File: src/rtl/uart_rx_decoder.sv
`default_nettype none
// ============================================================================
// Module   : uart_rx_decoder
// Oversampling UART receiver with parity/framing checks and a FWFT byte FIFO.
// Optional break detection is enabled by defining UART_RX_BREAK_DETECT_EN.
// Revision : 1.0
// ============================================================================
module uart_rx_decoder #(
   parameter int CLK_FREQ_MHZ = 27,
   parameter int BAUD_RATE    = 115200,
   parameter int OVERSAMPLE   = 16,
   parameter int DATA_BITS    = 8,
   parameter int PARITY       = 0,
   parameter int STOP_BITS    = 1,
   parameter int FIFO_DEPTH   = 8
) (
   input  logic                        clk,
   input  logic                        reset,
   input  logic                        uart_rx,
   output logic                        out_valid,
   input  logic                        out_ready,
   output logic [DATA_BITS-1:0]        out_data,
   output logic                        frame_err,
   output logic                        parity_err,
   output logic                        overflow,
   output logic [$clog2(FIFO_DEPTH):0] fifo_count,
   output logic                        break_det
);

   localparam int DIV_RAW = (CLK_FREQ_MHZ * 1000000) / (BAUD_RATE * OVERSAMPLE);
   localparam int DIV     = (DIV_RAW < 1) ? 1 : DIV_RAW;
   localparam int DIV_W   = (DIV > 1) ? $clog2(DIV) : 1;
   localparam int TCK_W   = $clog2(OVERSAMPLE);
   localparam int AW      = $clog2(FIFO_DEPTH);
   localparam int CW      = AW + 1;
   localparam int EW      = DATA_BITS + 2;

   localparam logic [DIV_W-1:0] DIV_LAST  = DIV_W'(DIV - 1);
   localparam logic [TCK_W-1:0] HALF_LAST = TCK_W'(OVERSAMPLE / 2 - 1);
   localparam logic [TCK_W-1:0] BIT_LAST  = TCK_W'(OVERSAMPLE - 1);
   localparam logic [3:0]       DATA_LAST = 4'(DATA_BITS - 1);
   localparam logic [3:0]       STOP_LAST = 4'(STOP_BITS - 1);
   localparam logic [CW-1:0]    FULL_CNT  = CW'(FIFO_DEPTH);

   localparam logic [2:0] S_IDLE   = 3'd0;
   localparam logic [2:0] S_START  = 3'd1;
   localparam logic [2:0] S_DATA   = 3'd2;
   localparam logic [2:0] S_PARITY = 3'd3;
   localparam logic [2:0] S_STOP   = 3'd4;
   localparam logic [2:0] S_BREAK  = 3'd5;

   logic [2:0]           state_q, state_d;
   logic                 rx_meta_q, rx_sync_q, rx_prev_q;
   logic [DIV_W-1:0]     div_cnt_q, div_cnt_d;
   logic [TCK_W-1:0]     tick_cnt_q, tick_cnt_d;
   logic [3:0]           bit_cnt_q, bit_cnt_d;
   logic [DATA_BITS-1:0] shift_q, shift_d;
   logic                 frm_err_q, frm_err_d;
   logic                 par_err_q, par_err_d;
   logic                 push_q;

   logic w_tick, w_fall, w_mid_start, w_mid_bit, w_stop_done, w_is_break;

   assign w_tick = (div_cnt_q == DIV_LAST);

   // ---------------------------------------------------------------- FSM ---
   always_ff @(posedge clk) begin
      if (reset) state_q <= S_IDLE;
      else       state_q <= state_d;
   end

   always_comb begin
      state_d = state_q;
      case (state_q)
         S_IDLE:   if (w_fall) state_d = S_START;
         S_START:  if (w_mid_start) state_d = rx_sync_q ? S_IDLE : S_DATA;
         S_DATA:   if (w_mid_bit && (bit_cnt_q == DATA_LAST))
                      state_d = (PARITY != 0) ? S_PARITY : S_STOP;
         S_PARITY: if (w_mid_bit) state_d = S_STOP;
         S_STOP:   if (w_stop_done) state_d = w_is_break ? S_BREAK : S_IDLE;
`ifdef UART_RX_BREAK_DETECT_EN
         S_BREAK:  if (rx_sync_q) state_d = S_IDLE;
`endif
         default:  state_d = S_IDLE;
      endcase
   end

   always_comb begin
      w_fall      = 1'b0;
      w_mid_start = 1'b0;
      w_mid_bit   = 1'b0;
      w_stop_done = 1'b0;
      case (state_q)
         S_IDLE:           w_fall      = rx_prev_q & ~rx_sync_q;
         S_START:          w_mid_start = w_tick && (tick_cnt_q == HALF_LAST);
         S_DATA, S_PARITY: w_mid_bit   = w_tick && (tick_cnt_q == BIT_LAST);
         S_STOP: begin
            w_mid_bit   = w_tick && (tick_cnt_q == BIT_LAST);
            w_stop_done = w_mid_bit && (bit_cnt_q == STOP_LAST);
         end
         default: ;
      endcase
   end

   // ----------------------------------------------------------- datapath ---
   always_comb begin
      div_cnt_d  = w_tick ? '0 : div_cnt_q + 1'b1;
      tick_cnt_d = tick_cnt_q;
      bit_cnt_d  = bit_cnt_q;
      shift_d    = shift_q;
      frm_err_d  = frm_err_q;
      par_err_d  = par_err_q;
      // Re-phase the divider so ticks line up with the detected start edge.
      if (w_fall) div_cnt_d = '0;
      if (state_q == S_IDLE || w_mid_start || w_mid_bit) tick_cnt_d = '0;
      else if (w_tick)                                   tick_cnt_d = tick_cnt_q + 1'b1;
      if (w_mid_start) begin
         bit_cnt_d = '0;
         frm_err_d = 1'b0;
         par_err_d = 1'b0;
      end
      if (w_mid_bit) begin
         bit_cnt_d = (state_d != state_q) ? '0 : bit_cnt_q + 1'b1;
         case (state_q)
            S_DATA:   shift_d   = {rx_sync_q, shift_q[DATA_BITS-1:1]};
            S_PARITY: par_err_d = (PARITY == 1) ? ~^{shift_q, rx_sync_q}
                                                :  ^{shift_q, rx_sync_q};
            S_STOP:   if (!rx_sync_q) frm_err_d = 1'b1;
            default: ;
         endcase
      end
   end

   always_ff @(posedge clk) begin
      if (reset) begin
         rx_meta_q  <= 1'b1;
         rx_sync_q  <= 1'b1;
         rx_prev_q  <= 1'b1;
         div_cnt_q  <= '0;
         tick_cnt_q <= '0;
         bit_cnt_q  <= '0;
         shift_q    <= '0;
         frm_err_q  <= 1'b0;
         par_err_q  <= 1'b0;
         push_q     <= 1'b0;
      end else begin
         rx_meta_q  <= uart_rx;
         rx_sync_q  <= rx_meta_q;
         rx_prev_q  <= rx_sync_q;
         div_cnt_q  <= div_cnt_d;
         tick_cnt_q <= tick_cnt_d;
         bit_cnt_q  <= bit_cnt_d;
         shift_q    <= shift_d;
         frm_err_q  <= frm_err_d;
         par_err_q  <= par_err_d;
         push_q     <= w_stop_done & ~w_is_break;
      end
   end

   // -------------------------------------------------------------- break ---
`ifdef UART_RX_BREAK_DETECT_EN
   logic all_low_q, all_low_d;
   logic break_q;

   assign w_is_break = all_low_q & ~rx_sync_q;
   assign break_det  = break_q;

   always_comb begin
      all_low_d = all_low_q;
      if (w_mid_start)    all_low_d = ~rx_sync_q;
      else if (w_mid_bit) all_low_d = all_low_q & ~rx_sync_q;
   end

   always_ff @(posedge clk) begin
      if (reset) begin
         all_low_q <= 1'b0;
         break_q   <= 1'b0;
      end else begin
         all_low_q <= all_low_d;
         break_q   <= w_stop_done & w_is_break;
      end
   end
`else
   assign w_is_break = 1'b0;
   assign break_det  = 1'b0;
`endif

   // --------------------------------------------------------------- FIFO ---
   logic [EW-1:0] mem_q [FIFO_DEPTH];
   logic [AW-1:0] wr_ptr_q, wr_ptr_d, rd_ptr_q, rd_ptr_d;
   logic [CW-1:0] count_q, count_d;
   logic [EW-1:0] head_q, head_d, w_wdata;
   logic          valid_q, ovf_q, ovf_d;
   logic          w_pop, w_full, w_wr;

   assign w_pop   = valid_q & out_ready;
   assign w_full  = (count_q == FULL_CNT);
   assign w_wr    = push_q & (~w_full | w_pop);
   assign w_wdata = {par_err_q, frm_err_q, shift_q};

   // Head registers are loaded with whatever entry will sit at rd_ptr next cycle.
   always_comb begin
      rd_ptr_d = rd_ptr_q + AW'(w_pop);
      wr_ptr_d = wr_ptr_q + AW'(w_wr);
      count_d  = count_q + CW'(w_wr) - CW'(w_pop);
      ovf_d    = push_q & w_full & ~w_pop;
      if (count_d == '0)                       head_d = '0;
      else if (w_wr && (wr_ptr_q == rd_ptr_d)) head_d = w_wdata;
      else                                     head_d = mem_q[rd_ptr_d];
   end

   always_ff @(posedge clk) begin
      if (w_wr) mem_q[wr_ptr_q] <= w_wdata;
   end

   always_ff @(posedge clk) begin
      if (reset) begin
         wr_ptr_q <= '0;
         rd_ptr_q <= '0;
         count_q  <= '0;
         head_q   <= '0;
         valid_q  <= 1'b0;
         ovf_q    <= 1'b0;
      end else begin
         wr_ptr_q <= wr_ptr_d;
         rd_ptr_q <= rd_ptr_d;
         count_q  <= count_d;
         head_q   <= head_d;
         valid_q  <= (count_d != '0);
         ovf_q    <= ovf_d;
      end
   end

   assign out_valid  = valid_q;
   assign out_data   = head_q[DATA_BITS-1:0];
   assign frame_err  = head_q[DATA_BITS];
   assign parity_err = head_q[DATA_BITS+1];
   assign overflow   = ovf_q;
   assign fifo_count = count_q;

endmodule
`default_nettype wire

File: config.mk
export PLATFORM = sky130hd
export DESIGN_NAME = uart_rx_decoder
export DESIGN_NICKNAME = d
export VERILOG_FILES = /design/src/rtl/uart_rx_decoder.sv
export SDC_FILE = /design/constraint.sdc
export NUM_CORES = 1
export LEC_CHECK = 0
export ABC_AREA = 1
export CAP_MARGIN = 25
export CORE_MARGIN = 5
export CORE_UTILIZATION = 35
export CTS_CLUSTER_DIAMETER = 80
export DETAILED_ROUTE_END_ITERATION = 12
export GPL_TIMING_DRIVEN = 0
export SLEW_MARGIN = 40
export SYNTH_ARGS = -nofsm -noshare
export SYNTH_HDL_FRONTEND = slang
export SYNTH_SLANG_ARGS = --single-unit
File: constraint.sdc
create_clock -name clk -period 2.28 [get_ports clk]
set_clock_uncertainty 0.1 [all_clocks]
set_input_delay 0.456 -clock clk [delete_from_list [all_inputs] [get_ports clk]]
set_output_delay 0.456 -clock clk [all_outputs]
set_load 0.01 [all_outputs]
# ---- After elaboration in Yosys (flattened, before gate mapping)
# Memories as Yosys holds them, arrays and structs flattened. A register that Yosys moved wholly into a read port is not among the register bits.
# Cells that the tools add are included.
dict set report totals {
  mem_count 1
  elab_cells 83
  ff_bits 41
  ramBits 80
  out_inout_bits 17
}
dict set report op_classes {
  bitwise_logic 9
  n_eq_ne 10
  n_addsub 7
  mux 23
  reduce_logical 17
}
# memory words width read_ports rd_clocked_by_memory_dff write_ports line_no
set memory_table {}
lappend memory_table {mem_q 8 10 1 1 1 189} ;# logic [EW-1:0] mem_q [FIFO_DEPTH];
# op count
set op_table {}
lappend op_table {{$mux W3} 5}
lappend op_table {{$pmux W3 S5} 1}
lappend op_table {{$mux W1} 13}
lappend op_table {{$add A4 B1 Y4 const B} 3}
lappend op_table {{$eq A4 B4 Y1 const B} 3}
lappend op_table {{$mux W4} 3}
lappend op_table {{$reduce_xor A9 Y1} 1}
lappend op_table {{$eq A4 B3 Y1 const B} 2}
lappend op_table {{$logic_not A4 Y1} 2}
lappend op_table {{$add A3 B1 Y3} 2}
lappend op_table {{$eq A3 B2 Y1 const B} 2}
lappend op_table {{$reduce_or A3 Y1} 2}
lappend op_table {{$and A1 B1 Y1} 5}
lappend op_table {{$add A4 B1 Y4} 1}
lappend op_table {{$logic_and A1 B1 Y1} 4}
lappend op_table {{$reduce_bool A4 Y1} 1}
lappend op_table {{$reduce_or A2 Y1} 2}
lappend op_table {{$sub A4 B1 Y4} 1}
lappend op_table {{$eq A3 B1 Y1 const B} 1}
lappend op_table {{$eq A3 B3 Y1 const B} 1}
lappend op_table {{$logic_not A3 Y1} 1}
lappend op_table {{$ne A3 B3 Y1} 1}
lappend op_table {{$not A1 Y1} 3}
lappend op_table {{$logic_or A1 B1 Y1} 2}
lappend op_table {{4 further kinds} 4}

# ---- Longest topological paths before layout
dict set report depth {
  depth_word 9
  mapped_depth 15
}

# ---- Worst setup path after synthesis
# Ideal clock, no wire load.
dict set report synth_path {
  path_type {reg2reg}
  start {register count_q[2], in the netlist fifo_count[2]}
  end {register head_q[0], read port of mem_q}
  stages_incl_launch_ff 16
  synth_period_minus_slack_ns 2.442
  arrival_time_ns 2.272
  slack_ns -0.162
  path_cell_list {dfxtp_1 > inv_1 > ha_1 > nand3_1 > nand2_1 > ha_1 > inv_1 > ha_1 > inv_1 > fa_1 > xor2_1 > a31oi_1 > inv_1 > o21ai_1 > inv_2 > a21oi_1}
}
dict set report synth_between {
  elab_chain_cells 8
}
# element line_no
set synth_rtl {}
lappend synth_rtl {{start: declaration} 191} ;# logic [CW-1:0] count_q, count_d;
lappend synth_rtl {{start signal: assignment} 227} ;# count_q <= count_d;
lappend synth_rtl {{$eq A4 B4 Y1} 197} ;# assign w_full = (count_q == FULL_CNT);
lappend synth_rtl {{$not A1 Y1} 198} ;# assign w_wr = push_q & (~w_full | w_pop);
lappend synth_rtl {{$or A1 B1 Y1} 198}
lappend synth_rtl {{$and A1 B1 Y1} 198}
lappend synth_rtl {{$add A4 B1 Y4 *} 205} ;# count_d = count_q + CW'(w_wr) - CW'(w_pop);
lappend synth_rtl {{$sub A4 B1 Y4 *} 205}
lappend synth_rtl {{$logic_not A4 Y1 *} 207} ;# if (count_d == '0) head_d = '0;
lappend synth_rtl {{$reduce_or A2 Y1 (no line) *} n/a}
lappend synth_rtl {{end: declaration} 192} ;# logic [EW-1:0] head_q, head_d, w_wdata;
# Every way passes the cells marked *; elsewhere a longest branch is shown, timed or not.
# A chain may end at the register's enable or synchronous reset.

# ---- Final worst setup path
dict set report layout_path {
  start {register count_q[2], in the netlist fifo_count[2]}
  end {register head_q[8], read port of mem_q}
}
# The elaborated chain is that of the path after synthesis.

==> impl_metrics.env <==
export IMPL_die_y_um=135
export IMPL_cts_tree="done"
export IMPL_synth_seq_cells=131
export IMPL_maxSlewViolCount=0
export IMPL_grt_pass1_wl_mm=20.3
export IMPL_path_clk_slew_ns=0.05
export IMPL_synth_net_count=552
export IMPL_area_growth_pct=23.9
export IMPL_fin_crit_sh_pct=116
export IMPL_fin_crit_ns=2.66
export IMPL_synth_compound_area_share_pct=9.63
export IMPL_rows=45
export IMPL_remaining_drc_errors=0
export IMPL_holdCritPathClass="reg -> reg"
export IMPL_grt_usage_pct=14.6
export IMPL_design_area_mm2=0.00680
export IMPL_netlist_area_mm2=0.00548
export IMPL_die_w_um=135
export IMPL_placed_area_mm2=0.00599
export IMPL_worst_pin_slew_ns=0.634
export IMPL_cts_inserted_buffers=17
export IMPL_cts_sinks=131
export IMPL_grt_max_degree=17
export IMPL_synth_top_family_by_area="simple AND/OR/NAND/NOR gates"
export IMPL_leakagePower_nw=2.59
export IMPL_final_hold_viol_count=0
export IMPL_final_cell_mix="nor2_1 (86), edfxtp_1 (80), nand2_1 (67), dfxtp_1 (47), o21ai_0 (39)"
export IMPL_grt_ovfl_total=0
export IMPL_clock_latency_ns=0.42
export IMPL_die_area_mm2=0.0183
export IMPL_synth_cells=533
export IMPL_firstDrtPassIters=6
export IMPL_rsz0062_at_grt="yes"
export IMPL_cp_arrival_ns=2.90
export IMPL_io_pins=21
export IMPL_max_freq_mhz=377
export IMPL_synthXorXnorAreaFrac_pct=2.40
export IMPL_wirelength_mm=12.5
export IMPL_ys_seq_area_share_pct=62.4
export IMPL_synthAdderAreaFrac_pct=3.56
export IMPL_violations="setup timing"
export IMPL_synth_async_reset_ratio_pct=0
export IMPL_slew_headroom_pct=57.7
export IMPL_crit_fanout=5
export IMPL_grt_pass1_vias=3940
export IMPL_synth_mux_area_fraction_pct=2.05
export IMPL_power_per_cell_area_mw_per_mm2=1160
export IMPL_run_status="finished with violations"
export IMPL_root_buffer="clkbuf_16"
export IMPL_dp_hpwl_mm=8.12
export IMPL_nets=602
export IMPL_criticalPathCategory="reg -> reg"
export IMPL_critPathRequiredTime_ns=2.52
export IMPL_cts_hold_buf=0
export IMPL_initial_core_util_pct=35.9
export IMPL_hold_ws_ns=0.308
export IMPL_ant_nets=0
export IMPL_avgViaCountPerCell=4.80
export IMPL_place_ws_ns=-0.904
export IMPL_yosys_cell_types_count=34
export IMPL_setup_viol=11
export IMPL_coreArea_mm2=0.0153
export IMPL_synth_edf_count=80
export IMPL_drtIter0Drc=240
export IMPL_yosys_area_share_simple_pct=15.6
export IMPL_drive_gt1_share_pct=18.0
export IMPL_num_antenna_cells=0
export IMPL_syn_avg_cell_area_um2=10.3
export IMPL_final_common_cell="nor2_1"
export IMPL_ys_warn_count=0
export IMPL_cp_start_kind="flip-flop"
export IMPL_routedWlPerCell_um=15.5
export IMPL_htree_levels=4
export IMPL_drv_cap=0
export IMPL_worst_slack_ns=-0.376
export IMPL_vdd_drop_max_mv=0.672
export IMPL_antenna_found_initial=0
export IMPL_synthFlopType="edfxtp_1"
export IMPL_clock_path_buffers=2
export IMPL_endpoint_kind="flip-flop"
export IMPL_vias=3875
export IMPL_portBuffers=19
export IMPL_gp_congestion=0.896
[metal layers]
layer / track usage, % / wire length [µm] / up-vias
met2: 23.6 / 6150 / 95
li1: - / - / 1922
met1: 18.0 / 5370 / 1834
met3: 5.01 / 708 / 24
met4: 5.88 / 280 / 0
met5: 0 / 0 / -
[cell families (layout without fill, tap and decap cells)]
group | Yosys count | count (layout)
AOI/OAI and AO/OA | 99 | 99
xor gates and xnor gates | 15 | 15
adders and majority gates | 15 | 15
buffers and inverters | 61 | 124
DFF | 131 | 131
muxes | 10 | 10
other | 1 | 1
and+or+nand+nor | 201 | 201
[worst max-delay path: stages (launching register included)]
cell        delay, ns
dfxtp_2          0.33
inv_2            0.05
ha_4             0.15
nand3_4          0.07
nand2_4          0.06
ha_4             0.26
inv_2            0.04
ha_4             0.15
inv_2            0.05
fa_2             0.44
a31oi_1          0.21
inv_1            0.10
o21ai_4          0.12
clkinvlp_4       0.26
a21oi_2          0.19
[cell type report]
class                           instances  area, µm²
Timing Repair Buffer                   30        275
Sequential cell                       131       3430
Clock inverter                         10        130
Inverter                               43        164
Clock buffer                           22        474
Buffer                                 18       75.1
Timing Repair inverter                  1       7.51
Multi-Input combinational cell        341       1980
Fill cell                            1411       8460
Tap cell                              211        264
[stage by stage]
| step | setup TNS [ns] | total power [mW] | utilization [%] | cells |
|---|---|---|---|---|
| floorplan | -0.324 | 4.01 | - | 533 |
| global placement | -38.65 | 4.73 | 39.1 | 763 |
| detailed placement | -22.48 | 4.78 | 39.2 | 763 |
| CTS | -2.49 | 7.82 | 44.1 | 804 |
| global route | -4.07 | 8.31 | 44.5 | 807 |
| finish | -3.21 | 7.90 | 44.5 | 807 |
[Yosys cell counts, types with 2 or more instances]
cell,count,area (µm²)
mux2_2,10,113
inv_1,37,139
nand4_1,6,37.5
xnor2_1,5,43.8
inv_2,6,22.5
edfxtp_1,80,2400
o21ai_0,39,195
a21oi_1,24,120
clkbuf_1,15,56.3
nor2_2,2,12.5
nor2_4,2,22.5
ha_1,14,175
nand2_2,2,12.5
dfxtp_1,51,1020
or2_2,3,18.8
nand2_1,69,259
nor3b_1,2,15.0
nor3_1,2,10.0
o22ai_1,20,125
nor2_1,95,357
nand3_1,15,75.1
o21ai_1,13,65.1
xor2_1,10,87.6
[flip-flops by register name, summed over array words and instances, names as in the netlist, 3 cells and up]
register	cells
fifo_count	4
rd_ptr_q	3
shift_q	8
bit_cnt_q	4
head_q	10
state_q	3
div_cnt_q	4
wr_ptr_q	3
tick_cnt_q	4
mem_q	80
[final timing paths]
kind | endpoint | from | slack, ns | cells after the start
worst max register to register | head_q[8] | fifo_count[2] | -0.38 | 14
worst min register to register | rx_sync_q | rx_meta_q | 0.31 | 1
worst max-delay path | head_q[8] | fifo_count[2] | -0.38 | 14
worst min-delay path | rx_sync_q | rx_meta_q | 0.31 | 1
[what timing repair did]
item	4_1_cts	5_1_grt
setup endpoints to repair	11	49
gates cloned	1	0
pin swaps	7	5
gates resized for setup	19	9
buffers inserted	8	3
[power breakdown]
part           internal (mW)  leakage [nW]  switching (mW)
clock                   1.79         0.297           0.968
combinational           1.01          1.00            1.41
sequential              2.64          1.29          0.0825
total                   5.44          2.59            2.46
Note: power is estimated with default switching activity, not from simulation.
